$ cat src/rtl/hilo_sequencer.sv
// Sequences one MULT/DIV at a time into the HI/LO registers, with divide-by-zero and timeout exceptions.
// Latency: go lines high the cycle after op_start until the selected done; HI/LO valid one cycle after done.
// Backpressure: busy is high from the first RUN cycle through WRITE/EXCP; op_start while busy is dropped.
module hilo_sequencer (
    input  logic        clock,
    input  logic        reset,
    input  logic        op_start,
    input  logic        op_sel,
    input  logic [31:0] rs_val,
    input  logic [31:0] rt_val,
    output logic [31:0] unit_a,
    output logic [31:0] unit_b,
    output logic        mult_go,
    output logic        div_go,
    input  logic        mult_done,
    input  logic        div_done,
    input  logic        div_zero,
    input  logic [31:0] mult_hi,
    input  logic [31:0] mult_lo,
    input  logic [31:0] div_hi,
    input  logic [31:0] div_lo,
    output logic [31:0] hi_out,
    output logic [31:0] lo_out,
    output logic        busy,
    output logic        div0_exc,
    output logic        timeout_exc
);

    typedef enum logic [1:0] {IDLE, RUN, WRITE, EXCP} state_t;

    state_t      state_q, state_d;
    logic [5:0]  cnt_q, cnt_d;
    logic        sel_q, sel_d;
    logic [31:0] unit_a_q, unit_a_d;
    logic [31:0] unit_b_q, unit_b_d;
    logic [31:0] hi_q, hi_d;
    logic [31:0] lo_q, lo_d;
    logic        mult_go_q, mult_go_d;
    logic        div_go_q, div_go_d;
    logic        busy_q, busy_d;
    logic        div0_q, div0_d;
    logic        timeout_q, timeout_d;
    logic        sel_done;
    logic [5:0]  cnt_inc;

    always_comb begin
        state_d   = state_q;
        cnt_d     = cnt_q;
        sel_d     = sel_q;
        unit_a_d  = unit_a_q;
        unit_b_d  = unit_b_q;
        hi_d      = hi_q;
        lo_d      = lo_q;
        mult_go_d = mult_go_q;
        div_go_d  = div_go_q;
        div0_d    = 1'b0;
        timeout_d = 1'b0;
        sel_done  = sel_q ? div_done : mult_done;
        cnt_inc   = cnt_q + 6'd1;

        case (state_q)
            IDLE: begin
                if (op_start) begin
                    unit_a_d  = rs_val;
                    unit_b_d  = rt_val;
                    sel_d     = op_sel;
                    cnt_d     = 6'd0;
                    mult_go_d = ~op_sel;
                    div_go_d  = op_sel;
                    state_d   = RUN;
                end
            end
            RUN: begin
                cnt_d = cnt_inc;
                if (sel_done) begin
                    mult_go_d = 1'b0;
                    div_go_d  = 1'b0;
                    if (sel_q && div_zero) begin
                        div0_d  = 1'b1;
                        state_d = EXCP;
                    end else begin
                        hi_d    = sel_q ? div_hi : mult_hi;
                        lo_d    = sel_q ? div_lo : mult_lo;
                        state_d = WRITE;
                    end
                end else if (cnt_inc == 6'd63) begin
                    // Counter reaches 63 at this edge: the 63rd RUN cycle gave no result.
                    mult_go_d = 1'b0;
                    div_go_d  = 1'b0;
                    timeout_d = 1'b1;
                    state_d   = EXCP;
                end
            end
            WRITE:   state_d = IDLE;
            EXCP:    state_d = IDLE;
            default: state_d = IDLE;
        endcase

        busy_d = (state_d != IDLE);
    end

    always_ff @(posedge clock) begin
        if (!reset) begin
            state_q   <= IDLE;
            cnt_q     <= 6'd0;
            sel_q     <= 1'b0;
            unit_a_q  <= 32'd0;
            unit_b_q  <= 32'd0;
            hi_q      <= 32'd0;
            lo_q      <= 32'd0;
            mult_go_q <= 1'b0;
            div_go_q  <= 1'b0;
            busy_q    <= 1'b0;
            div0_q    <= 1'b0;
            timeout_q <= 1'b0;
        end else begin
            state_q   <= state_d;
            cnt_q     <= cnt_d;
            sel_q     <= sel_d;
            unit_a_q  <= unit_a_d;
            unit_b_q  <= unit_b_d;
            hi_q      <= hi_d;
            lo_q      <= lo_d;
            mult_go_q <= mult_go_d;
            div_go_q  <= div_go_d;
            busy_q    <= busy_d;
            div0_q    <= div0_d;
            timeout_q <= timeout_d;
        end
    end

    assign unit_a      = unit_a_q;
    assign unit_b      = unit_b_q;
    assign hi_out      = hi_q;
    assign lo_out      = lo_q;
    assign mult_go     = mult_go_q;
    assign div_go      = div_go_q;
    assign busy        = busy_q;
    assign div0_exc    = div0_q;
    assign timeout_exc = timeout_q;

endmodule
$ cat config.mk
export PLATFORM = sky130hd
export DESIGN_NAME = hilo_sequencer
export DESIGN_NICKNAME = d
export VERILOG_FILES = /design/src/rtl/hilo_sequencer.sv
export SDC_FILE = /design/constraint.sdc
export NUM_CORES = 1
export LEC_CHECK = 0
export CORE_AREA = 3 3 130 132
export CTS_BUF_LIST = sky130_fd_sc_hd__clkbuf_8
export DETAILED_ROUTE_END_ITERATION = 10
export DIE_AREA = 0 0 133 135
export PLACE_DENSITY_LB_ADDON = 0.12
export SYNTH_ARGS = -nofsm -noshare
export SYNTH_HDL_FRONTEND = slang
export SYNTH_SLANG_ARGS = --single-unit
$ cat constraint.sdc
create_clock -name clock -period 2.8 [get_ports clock]
set_input_delay 0.56 -clock clock [delete_from_list [all_inputs] [get_ports clock]]
set_output_delay 0.56 -clock clock [all_outputs]
set_load 0.005 [all_outputs]
==> key figures, run 1 <==
Routing
  • Drt drc: 0
  • ANT nets after route: 0
  • Vias: roughly 5.7k
  • Total Wirelength: 18300 µm
  • Vias/cell: 4.80
  • Avg WL per Cell: roughly 16 µm
  • Drt first pass iters: 4
  • Initial detailed-routing violation count: 230

Critical path
  • CP arrival: roughly 2.3 ns
  • R2R Path End: hi_out[27]$_SDFFE_PN0P_
  • Reg2Reg Setup Slack: ~0.86 ns
  • Crit path max-delay family: buffers and inverters
  • Worst setup EP type: flop
  • R2R cell count: 4
  • Max stage delay cell, worst path: or3b_2
  • Max FO, Critical Path: 52
  • CP peak stage delay: 0.64 ns
  • WP buf/inv: 2
  • Crit path launch type: input port
  • Crit-path cells: clkdlybuf4s50_1 > or3b_2 > buf_4 > nand2_1 > a21boi_0
  • Worst r2r src: sel_q$_SDFFE_PN0P_
  • Kind of critical path: input port to flop
  • Req. time, crit path: 3.12 ns

Clocking
  • Sink Count: 142
  • CTS clk-pin slew, worst paths: 0.07 ns
  • Num CTS Buffers: 17
  • Max Buffers Root-to-Sink: 2
  • Clock Latency Late Sink: around 0.44 ns
  • Cts hold-fix bufs: 0
  • TritonCTS clock tree: done
  • H-tree depth: 4
  • Post-CTS sizing: 0
  • CTS root buffer: clkbuf_8
  • Post-CTS Setup Bufs: 0

Synthesis
  • Post-synth ARST share: 0%
  • Synth warn: 0
  • EDFF count, synth: 0
  • Main synth FF type: dfxtp_1
  • Netlist cell types: 35
  • Fraction of the yosys area taken by sequential cells: 47.6%
  • Cells after Synth: 643
  • Area of the mapped netlist: 0.00598 mm²
  • Avg Inst Size Synth: 9.30 µm²
  • Number of synthesized register bits: ~140
  • Area leader, netlist: dfxtp_1
  • Synth top area cells: dfxtp_1 48%, nand2_1 13%, o211a_1 11%, mux2i_1 11%, a21boi_0 7.5%
  • Syn nets: 844
  • Synth top area share: 47.6%

Placement
  • Gpl congestion: approximately 0.8
  • Pre-CTS WS: 0.349 ns
  • Number of I/O port buffers: 331
  • Dpl hpwl: 14000 µm

Global routing
  • Number of global-route vias before repair: 5846
  • Antenna violations before repair: 0
  • Overall routing resource usage: 19.9%
  • First-pass GRT wire length: 28700 µm
  • Largest net degree at the start of global routing: 75
  • GRT Residual Overflow: 0

Die
  • Die Wd: 133 µm
  • Row cnt: 46
  • I/O pins: 332
  • Die Ht: approximately 140 µm
  • Core Region: 0.0158 mm²
  • Die area: 0.0180 mm²
  • Initial Util: 37.8%

STA
  • Maximum clock frequency: 501 MHz
  • Rel. slew slack: 53.8%
  • Hold Vio Cnt, Final: 0
  • Setup WS post-layout: 0.806 ns
  • Hold slack: 0.457 ns
  • Clk_skew: 0.00968 ns
  • Setup TNS: 0 ns
  • Crit path time final: roughly 2 ns
  • RSZ-0062 raised after global routing: no
  • Worst slew pin tran: a little under 0.7 ns
  • Tcrit/Tclk final: 71.2%
  • Slew Viols, Final: 0
  • Final setup violation count: 0

Finish
  • Final Net Count: roughly 1.2k
  • Commonest non-fill, non-tap cell in the layout: clkdlybuf4s50_1
  • Layout area overhead: 64.5%
  • Layout cells sized above 1: 4.98%
  • Antenna Cells: 0
  • Most frequent cells in the layout: 330 x clkdlybuf4s50_1, 204 x nand2_1, 141 x dfxtp_1

Power and ir drop
  • Total power: 4.81 mW
  • P_leak: 4.26 nW
  • Max rail drop VDD: approximately 270 µV
  • Pwr Density: between 400 and 500 mW/mm²

Hold path
  • WHS Path Cells: 2
  • Hold_sp: unit_a[21]$_SDFFE_PN0P_
  • Worst Hold Path EP: unit_a[21]$_SDFFE_PN0P_
  • Worst min-delay path category: flop to flop

Run
  • Max capacitance violation total: 0

Status
  • Outcome: finished, final reports clean
cell type report:
type                            instances  area [µm²]
Inverter                                3        11.3
Clock inverter                         11         119
Sequential cell                       142        2850
Multi-Input combinational cell        445        2890
Tap cell                              216         270
Fill cell                            1264        5990
Clock buffer                           20         275
Timing Repair Buffer                  342        3420
state kept, by name, indices dropped and copies added (netlist names):
signal and flops:
hi_out 32, unit_b 32, timeout_exc 1, lo_out 32, sel_q 1, div0_exc 1, state_q 2, unit_a 32
cnt_q 6, div_go 1, mult_go 1, busy 1
worst reg2reg max path, stage by stage, from the launching register on:
cell     delay (ns)
dfxtp_4        0.62
buf_4          0.64
mux2i_1        0.35
nand2_1        0.08
o211a_1        0.13
worst max-delay path by stage:
stage,depth (start not counted),startpoint,end
floorplan,6,op_start,unit_b[13]$_SDFFE_PN0P_
global placement,5,op_start,unit_a[18]$_SDFFE_PN0P_
detailed placement,5,op_start,unit_b[6]$_SDFFE_PN0P_
CTS,1,lo_out[3]$_SDFFE_PN0P_,lo_out[3]
global route,5,op_start,unit_b[6]$_SDFFE_PN0P_
finish,5,op_start,unit_a[12]$_SDFFE_PN0P_
cell families after synthesis:
logic type	count (synthesis)	share of synthesized area [%]
xor+xnor	2	0.293
compound gates	144	20.7
fa+ha+maj	2	0.419
flops	142	47.6
buf+inv	56	4.31
simple gates	231	15.6
mux	66	11.1
Yosys cell counts (4+ instances only):
cell / count
a21boi_1: 6
mux2i_1: 64
clkbuf_1: 22
o211a_1: 65
nor2_1: 4
a21boi_0: 60
nand2_1: 204
nand3_1: 6
dfxtp_1: 142
buf_2: 29
metrics by stage:
| step | utilization [%] | instance area, µm² | cells |
|---|---|---|---|
| 5_1_grt | 62.1 | 9830 | 1179 |
| 6_report | 62.1 | 9830 | 1179 |
| 3_5_place_dp | 59.6 | 9440 | 1148 |
| 3_3_place_gp | 59.6 | 9440 | 1148 |
| 2_1_floorplan | - | 5980 | 643 |
| 4_1_cts | 62.1 | 9830 | 1179 |
layer usage:
layer	vias up	routed length (µm)	global-route usage, %
li1	2817	-	-
met1	2593	7020	21.1
met2	218	9100	34.8
met3	30	1730	8.68
met4	0	477	7.68
met5	-	0	0
where the power goes:
part           switching (mW)  leakage [nW]  total, mW  internal (mW)
Combinational           0.348          2.90      0.963          0.614
Clock                   0.762         0.203       1.61          0.852
Sequential             0.0818          1.16       2.23           2.15
Total                    1.19          4.26       4.81           3.62
Power figures use the tool's default switching activity.
==> run 2, diff against run 1 <==
CORE_AREA = not set   (was 3 3 130 132)
CORE_MARGIN = 3   (was not set)
CORE_UTILIZATION = 36   (was not set)
DIE_AREA = not set   (was 0 0 133 135)
clock period = 1.8 ns   (was 2.8 ns; I/O delays follow)
==> run 2 against run 1 <==
Net effect: non-clock buffer count up 11; register-to-register slack worse by 0.57 ns; first-iteration DRC count down 32%; die area up 1.3%; clock power up 96%; count of clock-buffer cells in the layout down 2; global-route usage about the same; final area up 2.7%; routed wire length about the same; clock skew about the same; largest cell class unchanged.
==> key figures, run 2 (synthesis results as in run 1) <==
Finish
  • Most frequent cells in the layout: 330 x clkdlybuf4s50_1, 204 x nand2_1, 141 x dfxtp_1
  • Layout cells sized above 1: 6.36% (+1.4 points)
  • Layout area overhead: 69.0%
  • Register area: 0.00285 mm² (unchanged)
  • Fillers: 1339 (+5.9%)
  • Multi-input logic area: 0.00289 mm² (unchanged)
  • Final Net Count: 1163 (+0.95%)
  • Commonest non-fill, non-tap cell in the layout: clkdlybuf4s50_1
  • Fin area: 0.0101 mm² (+2.7%)
  • Antenna Cells: 0 (unchanged)

Clocking
  • Sink Count: 142 (unchanged)
  • Post-CTS sizing: 0 (unchanged)
  • Post-CTS Setup Bufs: 0 (unchanged)
  • H-tree depth: 4 (unchanged)
  • TritonCTS clock tree: done
  • Num CTS Buffers: 17 (unchanged)
  • CTS clk-pin slew, worst paths: 0.08 ns (about the same)
  • Clock Latency Late Sink: 0.44 ns (about the same)
  • Cts hold-fix bufs: 0 (unchanged)
  • CTS root buffer: clkbuf_8
  • Max Buffers Root-to-Sink: 2 (unchanged)

Hold path
  • Hold_sp: reset
  • WHS Path Cells: 2 (unchanged)
  • Worst min-delay path category: input port to flop

Die
  • Initial Util: 37.2% (-0.54 points)
  • Die area: 0.0182 mm² (+1.3%)
  • Core Region: 0.0161 mm² (+1.5%)
  • I/O pins: 332 (unchanged)
  • Die Ht: 135 µm (-0.11%)
  • Die Wd: 135 µm (+1.4%)
  • Row cnt: 46 (unchanged)

Placement
  • Number of I/O port buffers: 331 (unchanged)
  • Pre-CTS WS: -0.128 ns (-0.476 ns)
  • Placed cell areas: 0.00960 mm² (+1.7%)
  • Dpl hpwl: 14200 µm (+1.1%)
  • Gpl congestion: 0.769 (-6.5%)

Critical path
  • Worst setup EP type: output port
  • Crit-path cells: clkdlybuf4s50_1
  • Crit path max-delay family: buffers and inverters
  • Worst setup path startpoint: hi_out[11]$_SDFFE_PN0P_
  • CP peak stage delay: 0.52 ns (-0.12 ns)
  • Max stage delay cell, worst path: clkdlybuf4s50_1
  • WP buf/inv: 1 (-1)
  • CP arrival: 1.35 ns (-0.96 ns)
  • R2R cell count: 5 (+1)
  • Max FO, Critical Path: 2 (-96%)
  • Req. time, crit path: 1.44 ns (-1.68 ns)
  • Kind of critical path: flop to output port
  • Cell count along the critical path: 1 (-4)
  • Crit path launch type: flop
  • Worst r2r src: cnt_q[1]$_SDFFE_PN0P_

STA
  • Hold Vio Cnt, Final: 0 (unchanged)
  • Maximum clock frequency: 584 MHz
  • Final setup violation count: 0 (unchanged)
  • Clk_skew: 0.00966 ns (-0.0000230 ns)
  • Rel. slew slack: 74.8% (+21 points)
  • Setup WS post-layout: 0.0878 ns (-0.718 ns)
  • Crit path time final: 1.71 ns
  • RSZ-0062 raised after global routing: no
  • Tcrit/Tclk final: 95.1%
  • Slew Viols, Final: 0 (unchanged)
  • Worst slew pin tran: 0.378 ns (-0.314 ns)

Routing
  • Avg WL per Cell: 15.4 µm (-1.1%)
  • ANT nets after route: 0 (unchanged)
  • Vias: 5695 (+0.65%)
  • Vias/cell: 4.78 (-0.36%)
  • Initial detailed-routing violation count: 157 (-32%)
  • Drt first pass iters: 4 (unchanged)
  • Drt drc: 0 (unchanged)
  • Total Wirelength: 18300 µm (about the same)

Status
  • Outcome: finished, final reports clean

Global routing
  • Antenna violations before repair: 0 (unchanged)
  • Number of global-route vias before repair: 5852 (+0.10%)
  • GRT Residual Overflow: 0 (unchanged)
  • Overall routing resource usage: 19.8% (-0.024 points)
  • Largest net degree at the start of global routing: 54 (-28%)
  • First-pass GRT wire length: 28900 µm (+0.70%)

Power and ir drop
  • Max rail drop VDD: 519 µV (+93%)
  • P_leak: 4.39 nW (+2.9%)
  • Total power: 8.17 mW (+70%)
  • Pwr Density: 809 mW/mm² (+65%)

Run
  • Max capacitance violation total: 0 (unchanged)
## run 2: metrics by stage
stage          setup TNS (ns)  utilization, %  cells  hold WS [ns]
4_1_cts                     0            62.9   1191         0.342
3_3_place_gp            -5.89            59.8   1159         0.441
5_1_grt                     0            62.9   1191         0.370
6_report                    0            62.9   1191         0.365
2_1_floorplan               0               -    643         0.451
3_5_place_dp            -9.97            59.8   1159         0.450
## run 2: area by class of cell
type                    instances  share of cell area (%)
well taps                     216                    2.68
multi-input cells             445                    28.7
clock buffers                  18                    2.45
clock inverters                14                    2.53
repair buffers                353                    35.4
flip-flops and latches        142                    28.2
inverters                       3                   0.111
## run 2: path summary, 6_finish.rpt
kind	endpoint	slack (ns)
max	hi_out[11]	0.09
min	unit_b[30]$_SDFFE_PN0P_	0.37
max reg2reg	div_go$_SDFFE_PN0P_	0.29
min reg2reg	unit_a[21]$_SDFFE_PN0P_	0.46
## run 2: routing by layer
layer | up-vias | GRT usage (%) | share of wire [%]
li1 | 2832 | - | -
met1 | 2635 | 20.8 | 37
met2 | 207 | 35.8 | 52
met3 | 21 | 8.12 | 9.7
met4 | 0 | 6.79 | 1.7
met5 | - | 0 | 0
## run 2: power breakdown
group / switching [mW] / internal, mW
registers: 0.115 / 3.34
clock network: 1.28 / 1.86
logic: 0.564 / 0.999
